**src/rtl/pwm_pkg.sv**
```systemverilog
// Shared constants and slice helpers for the multi-channel PWM block.
package pwm_pkg;

    localparam int unsigned CNT_W_DEF    = 16;
    localparam int unsigned CHANNELS_MAX = 16;

    // Low bit of channel ch inside the packed duty bus.
    function automatic int unsigned duty_base(input int unsigned ch, input int unsigned w);
        return ch * w;
    endfunction

endpackage

```
**src/rtl/pwm_multi_chan.sv**
```systemverilog
// One PWM channel: double-buffered duty, compare against the shared counter,
// polarity applied into the output register.
module pwm_chan #(
    parameter int unsigned CNT_W = 16
) (
    input  logic             clk,
    input  logic             rst,
    input  logic [CNT_W-1:0] cnt,
    input  logic [CNT_W-1:0] duty,
    input  logic             capture,
    input  logic             apply,
    input  logic             run,
    input  logic             polarity,
    output logic             pwm_out
);

    logic [CNT_W-1:0] pending_duty;
    logic [CNT_W-1:0] act_duty;

    // Pending duty follows every update strobe; last write wins.
    always_ff @(posedge clk or posedge rst) begin
        if (rst) begin
            pending_duty <= '0;
        end else if (capture) begin
            pending_duty <= duty;
        end
    end

    // Active duty changes only on the boundary chosen by the top level.
    always_ff @(posedge clk or posedge rst) begin
        if (rst) begin
            act_duty <= '0;
        end else if (apply) begin
            act_duty <= pending_duty;
        end
    end

    // Reset forces 0 regardless of polarity; idle drives the inactive level.
    always_ff @(posedge clk or posedge rst) begin
        if (rst) begin
            pwm_out <= 1'b0;
        end else if (run) begin
            pwm_out <= (cnt < act_duty) ^ polarity;
        end else begin
            pwm_out <= polarity;
        end
    end

endmodule

```
**src/rtl/pwm_multi.sv**
```systemverilog
// Multi-channel PWM: one shared period counter, double-buffered period and
// duties applied at period boundaries (or immediately while idle).
module pwm_multi
    import pwm_pkg::*;
#(
    parameter int unsigned CHANNELS = 4,
    parameter int unsigned CNT_W    = CNT_W_DEF
) (
    input  logic                      clk,
    input  logic                      rst,
    input  logic                      en,
    input  logic [CNT_W-1:0]          period,
    input  logic [CHANNELS*CNT_W-1:0] duty,
    input  logic [CHANNELS-1:0]       polarity,
    input  logic                      update,
    output logic [CHANNELS-1:0]       pwm_out,
    output logic                      period_end,
    output logic                      pending
);

    logic [CNT_W-1:0] cnt;
    logic [CNT_W-1:0] act_period;
    logic [CNT_W-1:0] pending_period;
    logic             idle_c;
    logic             wrap_c;
    logic             apply_c;

    // A zero period behaves exactly like en=0.
    assign idle_c  = !en || (act_period == '0);
    assign wrap_c  = !idle_c && (cnt == act_period - CNT_W'(1));
    assign apply_c = pending && (idle_c || wrap_c);

    always_ff @(posedge clk or posedge rst) begin
        if (rst) begin
            cnt <= '0;
        end else if (idle_c || wrap_c) begin
            cnt <= '0;
        end else begin
            cnt <= cnt + CNT_W'(1);
        end
    end

    always_ff @(posedge clk or posedge rst) begin
        if (rst) begin
            pending_period <= '0;
        end else if (update) begin
            pending_period <= period;
        end
    end

    always_ff @(posedge clk or posedge rst) begin
        if (rst) begin
            act_period <= '0;
        end else if (apply_c) begin
            act_period <= pending_period;
        end
    end

    // An update coinciding with an apply keeps pending set for the new values.
    always_ff @(posedge clk or posedge rst) begin
        if (rst) begin
            pending <= 1'b0;
        end else if (update) begin
            pending <= 1'b1;
        end else if (apply_c) begin
            pending <= 1'b0;
        end
    end

    always_ff @(posedge clk or posedge rst) begin
        if (rst) begin
            period_end <= 1'b0;
        end else begin
            period_end <= wrap_c;
        end
    end

    for (genvar i = 0; i < CHANNELS; i++) begin : g_chan
        localparam int unsigned LO = duty_base(i, CNT_W);

        pwm_chan #(
            .CNT_W (CNT_W)
        ) u_chan (
            .clk      (clk),
            .rst      (rst),
            .cnt      (cnt),
            .duty     (duty[LO +: CNT_W]),
            .capture  (update),
            .apply    (apply_c),
            .run      (!idle_c),
            .polarity (polarity[i]),
            .pwm_out  (pwm_out[i])
        );
    end

endmodule

```
**config.mk**
```make
export PLATFORM = sky130hd
export DESIGN_NAME = pwm_multi
export DESIGN_NICKNAME = d
export VERILOG_FILES = /design/src/rtl/pwm_pkg.sv /design/src/rtl/pwm_multi_chan.sv /design/src/rtl/pwm_multi.sv
export SDC_FILE = /design/constraint.sdc
export NUM_CORES = 1
export LEC_CHECK = 0
export ABC_AREA = 1
export CAP_MARGIN = 20
export CORE_AREA = 2 2 143 145
export CTS_CLUSTER_DIAMETER = 120
export DETAILED_ROUTE_END_ITERATION = 10
export DIE_AREA = 0 0 145 147
export GPL_TIMING_DRIVEN = 0
export PLACE_DENSITY = 0.85
export REMOVE_ABC_BUFFERS = 1
export SYNTH_ARGS = -nofsm -noshare
export SYNTH_HDL_FRONTEND = slang
export SYNTH_SLANG_ARGS = --single-unit
```
**constraint.sdc**
```tcl
create_clock -name clk -period 7.7 [get_ports clk]
set_clock_uncertainty 0.2 [all_clocks]
set_input_delay 2.31 -clock clk [delete_from_list [all_inputs] [get_ports clk]]
set_output_delay 2.31 -clock clk [all_outputs]
set_load 0.02 [all_outputs]
```
; ---- Yosys cells after proc, flatten, opt, wreduce, memory -nomap -nowiden
; Cells that the tools add are included.
; Widths: inputs -> output; s select.
[totals]
output_inout_bits = 6
regBits = 182
word_cells = 43
inputBits = 88
[op_classes]
magnitude_cmp = 4
mux = 7
addsub = 2
n_reduce_logical = 8
n_bitwise = 4
eq_ne = 1
[ops]
columns = op, n
row1 = $lt 16x16->1, 4
row2 = $add 16x1->16 const B, 1
row3 = $eq 16x16->1, 1
row4 = $logic_not 16->1, 1
row5 = $mux 16, 1
row6 = $sub 16x1->16 const B, 1
row7 = $mux 1, 6
row8 = $xor 1x1->1, 4
row9 = $logic_and 1x1->1, 2
row10 = $logic_not 1->1, 2
row11 = $logic_or 1x1->1, 2
row12 = $reduce_bool 2->1, 1

; ---- Depth between registers and ports, before layout
; Gate-level depths: netlist (run 1).
[depth]
word_depth = 8
ltp_mapped = 17
depth_no_buf = 16

; ---- By module
; Synthesis (run 1) repeated with hierarchy kept, for this count alone.
[unflattened]
hier_cells = 1058
area_unflattened_um2 = 9381.5
[modules_own_cells]
columns = mod, n_inst, area_per_inst_um2, seq_area_each_um2, cells_per_inst
row1 = pwm_chan, 4, 1620.3, 825.8, 162
row2 = pwm_multi, 1, 2900.3, 1251.2, 410

; ---- Least setup slack after synthesis (run 1)
; OpenSTA, ideal clock, no wires.
[synth_timing]
path_kind = in2reg
start = input en
end = register g_chan[2].u_chan.act_duty[11]
path_stages = 7
arrival_ps = 3024
setup_ps = 117
path_buffers = 2
setup_slack_ps = 4360
t_required_ps = 7383
path_cell_list = nand2_1 -> inv_1 -> nand2_4 -> buf_12 -> buf_12 -> nand3_2 -> nand2_1
[synth_between]
elab_chain_cells = 6
[synth_lines]
columns = element, line_no
row1 = "start, declared", pwm_multi.sv:11  ; input logic en,
row2 = $logic_not 1->1 *, pwm_multi.sv:29  ; assign idle_c = !en || (act_period == '0);
row3 = $logic_or 1x1->1 *, pwm_multi.sv:29
row4 = $logic_not 1->1, --
row5 = $logic_and 1x1->1, pwm_multi.sv:30  ; assign wrap_c = !idle_c && (cnt == act_period - CNT_W'(1));
row6 = $logic_or 1x1->1 *, pwm_multi.sv:31  ; assign apply_c = pending && (idle_c || wrap_c);
row7 = $logic_and 1x1->1 *, pwm_multi.sv:31
row8 = "end signal, assigned", pwm_multi_chan.sv:34  ; act_duty <= pending_duty;
row9 = "end, declared", pwm_multi_chan.sv:18  ; logic [CNT_W-1:0] act_duty;
; Every way passes the cells marked *; elsewhere a longest branch is shown, timed or not.
; A chain may end at the register's enable or synchronous reset.

; ---- Worst setup path after layout (run 1)
[layout_timing]
start = input en
end = register g_chan[0].u_chan.act_duty[2]
[layout_between]
elab_chain_cells = 6
[layout_lines]
columns = element, line_no
row1 = $logic_not 1->1 *, pwm_multi.sv:29
row2 = $logic_or 1x1->1 *, pwm_multi.sv:29
row3 = $logic_not 1->1, --
row4 = $logic_and 1x1->1, pwm_multi.sv:30
row5 = $logic_or 1x1->1 *, pwm_multi.sv:31
row6 = $logic_and 1x1->1 *, pwm_multi.sv:31
row7 = "end signal, assigned", pwm_multi_chan.sv:34
row8 = "end, declared", pwm_multi_chan.sv:18
; Marks and branches as above.

==> results of run 1 <==
tightest hold or removal path, stage by stage, from the launching register on:
cell and delay [ns]:
sky130_fd_sc_hd__dfrtp_1 0.34, sky130_fd_sc_hd__nand2_1 0.05, sky130_fd_sc_hd__nand2_1 0.04
registers in the layout (all words and copies together) (netlist names):
| name | count |
|---|---|
| g_chan.u_chan.act_duty | 64 |
| pending | 1 |
| act_period | 16 |
| g_chan.u_chan.pwm_out | 4 |
| cnt | 16 |
| pending_period | 16 |
| period_end | 1 |
| g_chan.u_chan.pending_duty | 64 |
logic make-up (layout without fill, tap and decap cells):
| kind of cell | after synthesis | in the layout | synth area share [%] |
|---|---|---|---|
| xor+xnor | 21 | 21 | 1.878 |
| buf+inv | 167 | 250 | 7.792 |
| simple gates | 713 | 713 | 32.65 |
| flops | 182 | 182 | 46.49 |
| compound gates | 58 | 58 | 3.142 |
| fa+ha+maj | 63 | 63 | 8.047 |
metrics by stage:
step                      setup slack, ns  hold slack, ns  TNS [ns]  util (%)  instance area [sq um]
after floorplan                    0.2463          0.2419         0         -                   9479
after global placement             -1.895          0.2537   -342.37     54.16                  10750
after detailed placement            2.372          0.2590         0     54.91                  10900
after CTS                           2.781          0.2754         0     58.23                  11550
after global routing                2.538          0.2863         0     58.23                  11550
final                               2.744          0.2701         0     58.23                  11550
cell usage after synthesis:
cell and instances:
sky130_fd_sc_hd__ha_1 63, sky130_fd_sc_hd__nand2_1 503, sky130_fd_sc_hd__nand2_2 4, sky130_fd_sc_hd__or2_2 1, sky130_fd_sc_hd__buf_1 1, sky130_fd_sc_hd__nand4_1 8, sky130_fd_sc_hd__a21oi_1 34, sky130_fd_sc_hd__buf_12 6
sky130_fd_sc_hd__xor2_1 18, sky130_fd_sc_hd__clkbuf_1 20, sky130_fd_sc_hd__inv_1 116, sky130_fd_sc_hd__o21a_1 2, sky130_fd_sc_hd__xnor2_1 3, sky130_fd_sc_hd__nor3_1 15, sky130_fd_sc_hd__a211oi_1 2, sky130_fd_sc_hd__o21ai_0 18
sky130_fd_sc_hd__nand2_4 1, sky130_fd_sc_hd__o221ai_1 2, sky130_fd_sc_hd__nor3b_1 1, sky130_fd_sc_hd__nor2_2 5, sky130_fd_sc_hd__nor2_1 50, sky130_fd_sc_hd__and2_1 1, sky130_fd_sc_hd__nor3_2 3, sky130_fd_sc_hd__buf_2 16
sky130_fd_sc_hd__inv_2 3, sky130_fd_sc_hd__dfrtp_1 182, sky130_fd_sc_hd__buf_4 5, sky130_fd_sc_hd__nand3b_1 2, sky130_fd_sc_hd__nand3_2 50, sky130_fd_sc_hd__nor2_4 3, sky130_fd_sc_hd__nand3_1 66
report_power, final:
part           switching [mW]  leakage, nW  internal (mW)
Combinational           0.279         3.45          0.189
Sequential             0.0884         2.27           1.06
Clock                   0.389        0.323          0.589
per-layer routing:
layer  vias to the layer above  share of wire, %  track usage, %
met4                         4               2.3           7.970
met3                        46               4.1           3.975
met5                         -              0.14               0
li1                       3914                 -               -
met2                       177                49           35.95
met1                      3682                45           28.10
final cells by class:
class,count,area share (%)
Clock inverter,14,1.895
Sequential cell,182,39.45
Clock buffer,18,3.801
Multi-Input combinational cell,855,38.75
Timing Repair Buffer,99,9.247
Inverter,119,3.931
Tap cell,270,2.924
final timing paths:
kind                                                       start                                 to  depth (start not counted)
worst max-delay path                                          en       g_chan[0].u_chan.act_duty[2]                          9
worst min-delay path            g_chan[2].u_chan.pending_duty[7]   g_chan[2].u_chan.pending_duty[7]                          2
worst max register to register                     act_period[0]       g_chan[0].u_chan.act_duty[2]                         17
worst min register to register  g_chan[2].u_chan.pending_duty[7]   g_chan[2].u_chan.pending_duty[7]                          2
max in group asynchronous                                    rst                            pending                          3
min in group asynchronous                                    rst  g_chan[0].u_chan.pending_duty[11]                          2
==> metrics.cfg, run 1 <==
[critical_path]
slowest_delay_ns = 0.46
timing.critical_path.cells = clkdlybuf4s50_1, nand2_1, inv_1, nand2_4, buf_16, nand2_2, buf_12, nand2_1, nand2_1
regToRegSetupSlack_ns = 3.82
worstSetupEndpointType = register
critPathSlowestCell = sky130_fd_sc_hd__nand2_2
cp.buffers_inverters = 4
critical-path-top-delay-family = simple AND/OR/NAND/NOR gates
endpoint_required_time_on_the_critical_path_ns = 7.81
criticalPathCategory = in -> reg
max_fo_critical_path = 62
cp_arrival_ns = 5.07
worst_path_most_repeated_cell = sky130_fd_sc_hd__nand2_1
cp-start-kind = primary input

[global_routing]
maximum_number_of_pins_on_one_net_before_global_route_repair = 107
antenna_found_initial = 2
global_route.overflow_total = 0
grt_usage_pct = 21.49
global_route_wire_length_before_repair_mm = 37.18
grt_pass1_vias = 7807

[floorplan]
placementRows = 52
floorplan.io_pins = 94
fp.dieW_um = 145
die_h_um = 147
initial_core_util_pct = 49.36
die_area_sq_mm = 0.02132
area_of_the_placeable_core_sq_mm = 0.01984

[placed_design]
finalWeightedCongestion = 0.8235
dp_hpwl_mm = 14.93
io_buffers = 93
placed_cells = 1525

[outcome]
status = complete, no violations

[power]
pwr_density_cell_mw_per_mm2 = 224.8
irDropWorstVdd_uv = 136.7
report.power.total_mw = 2.598
total_leakage_power_nw = 6.052

[cells_and_area]
layout.cells.most_common = sky130_fd_sc_hd__nand2_1
finalNetCount = 1425
ff_latch_area_sq_mm = 0.004558
stdcell_count = 1557
n_fill_cell = 1723
layout.cells.most_common_list = 503 x sky130_fd_sc_hd__nand2_1, 181 x sky130_fd_sc_hd__dfrtp_1, 115 x sky130_fd_sc_hd__inv_1
area_occupied_by_multi_input_gates_sq_mm = 0.004478
syn_to_final_growth_pct = 17.96
diodes = 0
drive_above_1_share_pct = 8.625

[clock_tree]
clk-insertion-delay-late_ns = 0.44
numCtsBuffers = 17
cts_root_buf = sky130_fd_sc_hd__clkbuf_16
cts.htree.levels = 4
cts_buffer_depth = 2
cts.repair_timing.setup_buffer_count = 0
cts_tree = yes
cts.repair.resized = 0
cts_sinks = 182
clk_transition_reported_paths_ns = 0.07
cts-hold-fix-buffers = 0

[logic_synthesis]
count_of_distinct_cell_types_in_the_synthesized_netlist = 31
synth.yosys.warnings = 0
seq_area_frac_synth_pct = 46.49
synthDominantCellAreaShare_pct = 46.49
synthesis.area_sq_mm = 0.009796
cell_accounting_for_the_most_synthesized_area = sky130_fd_sc_hd__dfrtp_1
synth_cells = 1204
yosys_register_bits = 182
netlist_top_cells_area = sky130_fd_sc_hd__dfrtp_1 46%, sky130_fd_sc_hd__nand2_1 19%, sky130_fd_sc_hd__ha_1 8.0%, sky130_fd_sc_hd__nand3_2 5.1%, sky130_fd_sc_hd__inv_1 4.4%
syn_area_per_cell_sq_um = 8.136

[sta]
unrepaired_setup_endpoints_after_global_routing = no
timing.final.crit_period_ns = 4.956
finalSetupViolations = 0
max-slew-margin-rel_pct = 55.31
final_hold_viol_count = 0
worst_slew_pin_slew_ns = 0.6693
layout_worst_path_cycle_share_pct = 64.37
timing.final.max_slew_violations = 0
fmax_mhz = 201.8

[detailed_routing]
drt_first_iter_violations = 509
detail_routed_net_length_per_standard_cell_um = 13.82
detail_route.vias_per_cell = 5.024
route.vias.total = 7823
remaining_drc_errors = 0
postRouteWirelength_mm = 21.53
detail_route.first_pass.iterations = 6
detail-route-antenna-nets = 0

[worst_hold_path]
worstHoldPathType = reg -> reg

[run]
max-cap-violations = 0

(Power assumes the default switching activity.)
==> run 2: changes to the inputs <==
--- a/config.mk
+++ b/config.mk
@@ -12,7 +12,7 @@
 export DETAILED_ROUTE_END_ITERATION = 10
 export DIE_AREA = 0 0 145 147
 export GPL_TIMING_DRIVEN = 0
-export PLACE_DENSITY = 0.85
+export PLACE_DENSITY = 0.83
 export REMOVE_ABC_BUFFERS = 1
 export SYNTH_ARGS = -nofsm -noshare
 export SYNTH_HDL_FRONTEND = slang
==> constraint.sdc (replaced) <==
create_clock -name clk -period 4.76 [get_ports clk]
set_clock_uncertainty 0.2 [all_clocks]
set_input_delay 1.428 -clock clk [delete_from_list [all_inputs] [get_ports clk]]
set_output_delay 1.428 -clock clk [all_outputs]
set_load 0.02 [all_outputs]
==> metrics.cfg, run 2 (same netlist as run 1, synthesis figures left out) <==
[outcome]
status = complete, no violations

[power]
pwr_density_cell_mw_per_mm2 = 344.1
seq_power_share_pct = 47.2
clock_power_share_pct = 34.0
total_switching_power_mw = 1.223
switching_share_pct = 31.03
power.share.combinational_pct = 18.8
total_leakage_power_nw = 5.989
irDropWorstVdd_uv = 180.7
power.internal_mw = 2.719

[clock_tree]
cts-hold-fix-buffers = 0
cts_tree = yes
numCtsBuffers = 17
clk_transition_reported_paths_ns = 0.07
cts_sinks = 182
cts_root_buf = sky130_fd_sc_hd__clkbuf_16
cts.repair_timing.setup_buffer_count = 0
cts.repair.resized = 0
cts_buffer_depth = 2
cts.htree.levels = 4
clk-insertion-delay-late_ns = 0.44

[floorplan]
floorplan.io_pins = 94
placementRows = 52
die_h_um = 147
area_of_the_placeable_core_sq_mm = 0.01984
die_area_sq_mm = 0.02132
initial_core_util_pct = 49.36
fp.dieW_um = 145

[detailed_routing]
detail_route.vias_per_cell = 4.884
remaining_drc_errors = 0
detail_routed_net_length_per_standard_cell_um = 13.20
route.vias.total = 7610
detail_route.first_pass.iterations = 5
drt_first_iter_violations = 438
postRouteWirelength_mm = 20.56
detail-route-antenna-nets = 0

[cells_and_area]
stdcell_count = 1558
layout.cells.most_common = sky130_fd_sc_hd__nand2_1
drive_above_1_share_pct = 8.625
finalNetCount = 1425
layout_top_registers = g_chan.u_chan.act_duty x64, g_chan.u_chan.pending_duty x64
syn_to_final_growth_pct = 16.95
layout.cells.most_common_list = 503 x sky130_fd_sc_hd__nand2_1, 181 x sky130_fd_sc_hd__dfrtp_1, 115 x sky130_fd_sc_hd__inv_1
postLayoutCoreUtil_pct = 57.73

[global_routing]
grt_pass1_vias = 7811
global_route.overflow_total = 0
maximum_number_of_pins_on_one_net_before_global_route_repair = 124
grt_usage_pct = 20.74
antenna_found_initial = 2
global_route_wire_length_before_repair_mm = 36.31

[sta]
fmax_mhz = 259.5
finalSetupViolations = 0
layout_worst_path_cycle_share_pct = 80.95
timing.final.crit_period_ns = 3.853
max-slew-margin-rel_pct = 55.06
final_hold_viol_count = 0
unrepaired_setup_endpoints_after_global_routing = no
whs_ns = 0.2741
timing.final.max_slew_violations = 0
worst_slew_pin_slew_ns = 0.6732

[worst_hold_path]
worstHoldPathType = reg -> reg

[placed_design]
io_buffers = 93
dp_hpwl_mm = 14.88
finalWeightedCongestion = 0.8302
placed_cells = 1525

[critical_path]
cp_arrival_ns = 2.23
max_fo_critical_path = 49
regToRegSetupSlack_ns = 1.19
endpoint_required_time_on_the_critical_path_ns = 3.13
critPathSlowestCell = sky130_fd_sc_hd__dfrtp_4
slowest_delay_ns = 0.77
criticalPathCategory = reg -> out
critical-path-top-delay-family = buffers and inverters
timing.critical_path.cells = buf_16, clkdlybuf4s50_1
cp.buffers_inverters = 2
worstSetupEndpointType = output port
cp-start-kind = register

[run]
max-cap-violations = 0

==> run 2: cell count changes in the layout (fill, tap and decap cells not counted), sizes merged <==
cell	delta
diode	+1
bufinv	-5
clkinvlp	+4
inv	+1
==> run 2: per-stage QoR <==
stage	worst slack (ns)	cell area (sq um)	setup TNS, ns	total power, mW
after global placement	-3.933	10750	-841.79	2.591
after CTS	0.8919	11450	0	3.976
after floorplan	-1.812	9479	-329.72	2.357
after detailed placement	0.5328	10900	0	2.632
after global routing	0.7273	11450	0	4.169
final	0.9070	11460	0	3.942
==> run 2: per-layer routing <==
layer  track usage [%]  routed length, um  vias to the layer above
met1             26.85               9383                     3528
met2             34.93               9985                      132
met5                 0                 13                        -
met3             4.317                726                       29
li1                  -                  -                     3919
met4             7.079                453                        2
==> run 2: power groups by stage <==
stage          sequential, mW  clock [mW]  combinational [mW]
6_report                 1.86        1.34               0.743
5_1_grt                  1.88        1.42               0.866
3_3_place_gp             1.89           0               0.700
3_5_place_dp             1.88           0               0.748
4_1_cts                  1.86        1.36               0.756
2_1_floorplan            1.86           0               0.495
==> run 2: final timing paths <==
check	startpoint	to	cells past startpoint
worst min register to register	g_chan[3].u_chan.act_duty[4]	g_chan[3].u_chan.act_duty[4]	2
min in group asynchronous	rst	g_chan[0].u_chan.pending_duty[11]	2
worst max register to register	act_period[0]	g_chan[1].u_chan.act_duty[10]	16
worst min-delay path	g_chan[3].u_chan.act_duty[4]	g_chan[3].u_chan.act_duty[4]	2
worst max-delay path	pending	pending	2
max in group asynchronous	rst	pending	3
==> run 2: worst register-to-register path: cells and delay by family (launching register included) <==
kind	cells	cell delay, ns
fa+ha+maj	1	0.28
buf+inv	3	0.54
flops	1	0.41
simple gates	12	2.05
==> run 2: layout make-up <==
cell class | count | area (sq um)
diodes | 1 | 2.502
clock buffers | 18 | 439.2
clock inverters | 14 | 117.6
fillers | 1742 | 8388
inverters | 119 | 454.2
multi-input cells | 855 | 4478
flip-flops and latches | 182 | 4558
well taps | 270 | 337.8
repair buffers | 99 | 1069
==> run 3: changes to the inputs <==
--- a/config.mk
+++ b/config.mk
@@ -12,7 +12,7 @@
 export DETAILED_ROUTE_END_ITERATION = 10
 export DIE_AREA = 0 0 145 147
 export GPL_TIMING_DRIVEN = 0
-export PLACE_DENSITY = 0.83
+export PLACE_DENSITY = 0.85
 export REMOVE_ABC_BUFFERS = 1
 export SYNTH_ARGS = -nofsm -noshare
 export SYNTH_HDL_FRONTEND = slang
==> constraint.sdc (replaced) <==
create_clock -name clk -period 3.26 [get_ports clk]
set_clock_uncertainty 0.2 [all_clocks]
set_input_delay 0.978 -clock clk [delete_from_list [all_inputs] [get_ports clk]]
set_output_delay 0.978 -clock clk [all_outputs]
set_load 0.02 [all_outputs]
==> metrics.cfg, run 3 (same netlist as run 1, synthesis figures left out) <==
[clock_tree]
clk_transition_reported_paths_ns = 0.07
numCtsBuffers = 17
cts_root_buf = sky130_fd_sc_hd__clkbuf_16
cts_buffer_depth = 2
cts_tree = yes
clk-insertion-delay-late_ns = 0.44
cts.htree.levels = 4
cts-hold-fix-buffers = 0
cts_sinks = 182

[power]
total_leakage_power_nw = 6.109
report.power.total_mw = 6.162
pwr_density_cell_mw_per_mm2 = 527.7
irDropWorstVdd_uv = 322.8

[critical_path]
slowest_delay_ns = 0.70
criticalPathCategory = reg -> out
critical-path-top-delay-family = flip-flops
timing.critical_path.cells = clkdlybuf4s50_1
cp-start-kind = register
regToRegSetupSlack_ns = 0.24
worstSetupEndpointType = output port
max_fo_critical_path = 20
worstReg2RegEnd = g_chan[0].u_chan.act_duty[2]
worstRegToRegCells = 17
critPathSlowestCell = sky130_fd_sc_hd__dfrtp_4
cp.buffers_inverters = 1
endpoint_required_time_on_the_critical_path_ns = 2.08
regToRegStartpoint = act_period[0]
cp_arrival_ns = 1.85

[placed_design]
io_buffers = 93
detailed_place.area_sq_mm = 0.01090
dp_hpwl_mm = 14.93
placed_cells = 1525
finalWeightedCongestion = 0.8235
pre_cts_ws_ns = -0.7358

[cells_and_area]
finalNetCount = 1431
drive_above_1_share_pct = 9.126
diodes = 0
stdcell_count = 1563
area_occupied_by_multi_input_gates_sq_mm = 0.004526
layout_top_registers = g_chan.u_chan.act_duty x64, g_chan.u_chan.pending_duty x64
final_design_instance_area_without_fill_sq_mm = 0.01168
layout.cells.most_common_list = 503 x sky130_fd_sc_hd__nand2_1, 181 x sky130_fd_sc_hd__dfrtp_1, 115 x sky130_fd_sc_hd__inv_1
layout.cells.most_common = sky130_fd_sc_hd__nand2_1
ff_latch_area_sq_mm = 0.004558
syn_to_final_growth_pct = 19.21
n_fill_cell = 1714

[floorplan]
fp.dieW_um = 145
floorplan.io_pins = 94
area_of_the_placeable_core_sq_mm = 0.01984
placementRows = 52
die_area_sq_mm = 0.02132
initial_core_util_pct = 49.36
die_h_um = 147

[sta]
setup_tns_ns = 0
max-slew-margin-rel_pct = 54.48
finalSetupViolations = 0
final_hold_viol_count = 0
timing.final.max_slew_violations = 0
timing.final.crit_period_ns = 3.029
unrepaired_setup_endpoints_after_global_routing = no
fmax_mhz = 330.2
final_critical_path_setup_slack_ns = 0.2312
worst_slew_pin_slew_ns = 0.6828
layout_worst_path_cycle_share_pct = 92.91

[worst_hold_path]
worstHoldPathType = reg -> reg
hold_path_depth = 2
hold_path.startpoint = g_chan[2].u_chan.pending_duty[7]
min_to = g_chan[2].u_chan.pending_duty[7]

[run]
max-cap-violations = 0

[global_routing]
maximum_number_of_pins_on_one_net_before_global_route_repair = 107
global_route.overflow_total = 0
grt_usage_pct = 22.03
antenna_found_initial = 2
global_route_wire_length_before_repair_mm = 37.98
grt_pass1_vias = 7893

[detailed_routing]
detail_route.first_pass.iterations = 5
postRouteWirelength_mm = 22.49
detail_route.vias_per_cell = 5.045
drt_first_iter_violations = 568
detail_routed_net_length_per_standard_cell_um = 14.39
route.vias.total = 7886
detail-route-antenna-nets = 0
remaining_drc_errors = 0

[outcome]
status = complete, no violations

==> run 3: cell types whose count changed in the layout (fill, tap and decap cells not counted), sizes merged <==
cell / change
bufinv: +5
clkinvlp: -4
buf: +3
nand2: +2
bufbuf: +1
diode: -1
inv: -1
==> run 3: repair_timing <==
| action | CTS | global route |
|---|---|---|
| cloned | 2 | 1 |
| setup endpoints to repair | 80 | 49 |
| buffers inserted | 0 | 3 |
| pin swaps | 1 | 1 |
| resized for setup | 3 | 2 |
==> run 3: per-layer routing <==
metal | GRT usage, % | share of wire, % | vias to the layer above
met3 | 4.193 | 4.1 | 44
met4 | 8.267 | 2.4 | 4
met1 | 28.59 | 44 | 3735
met5 | 0 | 0.12 | -
met2 | 36.98 | 49 | 179
li1 | - | - | 3924
==> run 3: worst max-delay path by stage <==
| stage | start | endpoint | cells after the start |
|---|---|---|---|
| after floorplan | rst | act_period[0] | 1 |
| final | pending | pending | 1 |
| after CTS | act_period[0] | g_chan[0].u_chan.act_duty[2] | 17 |
| after global routing | act_period[0] | g_chan[0].u_chan.act_duty[2] | 17 |
| after global placement | rst | pending_period[0] | 2 |
| after detailed placement | en | g_chan[1].u_chan.act_duty[6] | 9 |
==> run 3: final cells by class <==
type	instances	share of cell area, %
multi-input combinational	857	38.76
sequential	182	39.03
tap	270	2.893
timing repair buffer	103	9.793
inverter	119	3.889
clock inverter	14	1.875
clock buffer	18	3.761
==> run 3: power by group <==
group / internal, mW / total, mW / switching, mW / leakage (nW)
Sequential: 2.51 / 2.72 / 0.206 / 2.27
Combinational: 0.462 / 1.14 / 0.678 / 3.51
Clock: 1.39 / 2.30 / 0.913 / 0.323
==> run 3: through the flow <==
stage	util [%]	hold WS, ns
floorplan	-	0.2419
global placement	54.16	0.2537
detailed placement	54.91	0.2590
CTS	58.56	0.2754
global route	58.85	0.2863
finish	58.85	0.2707
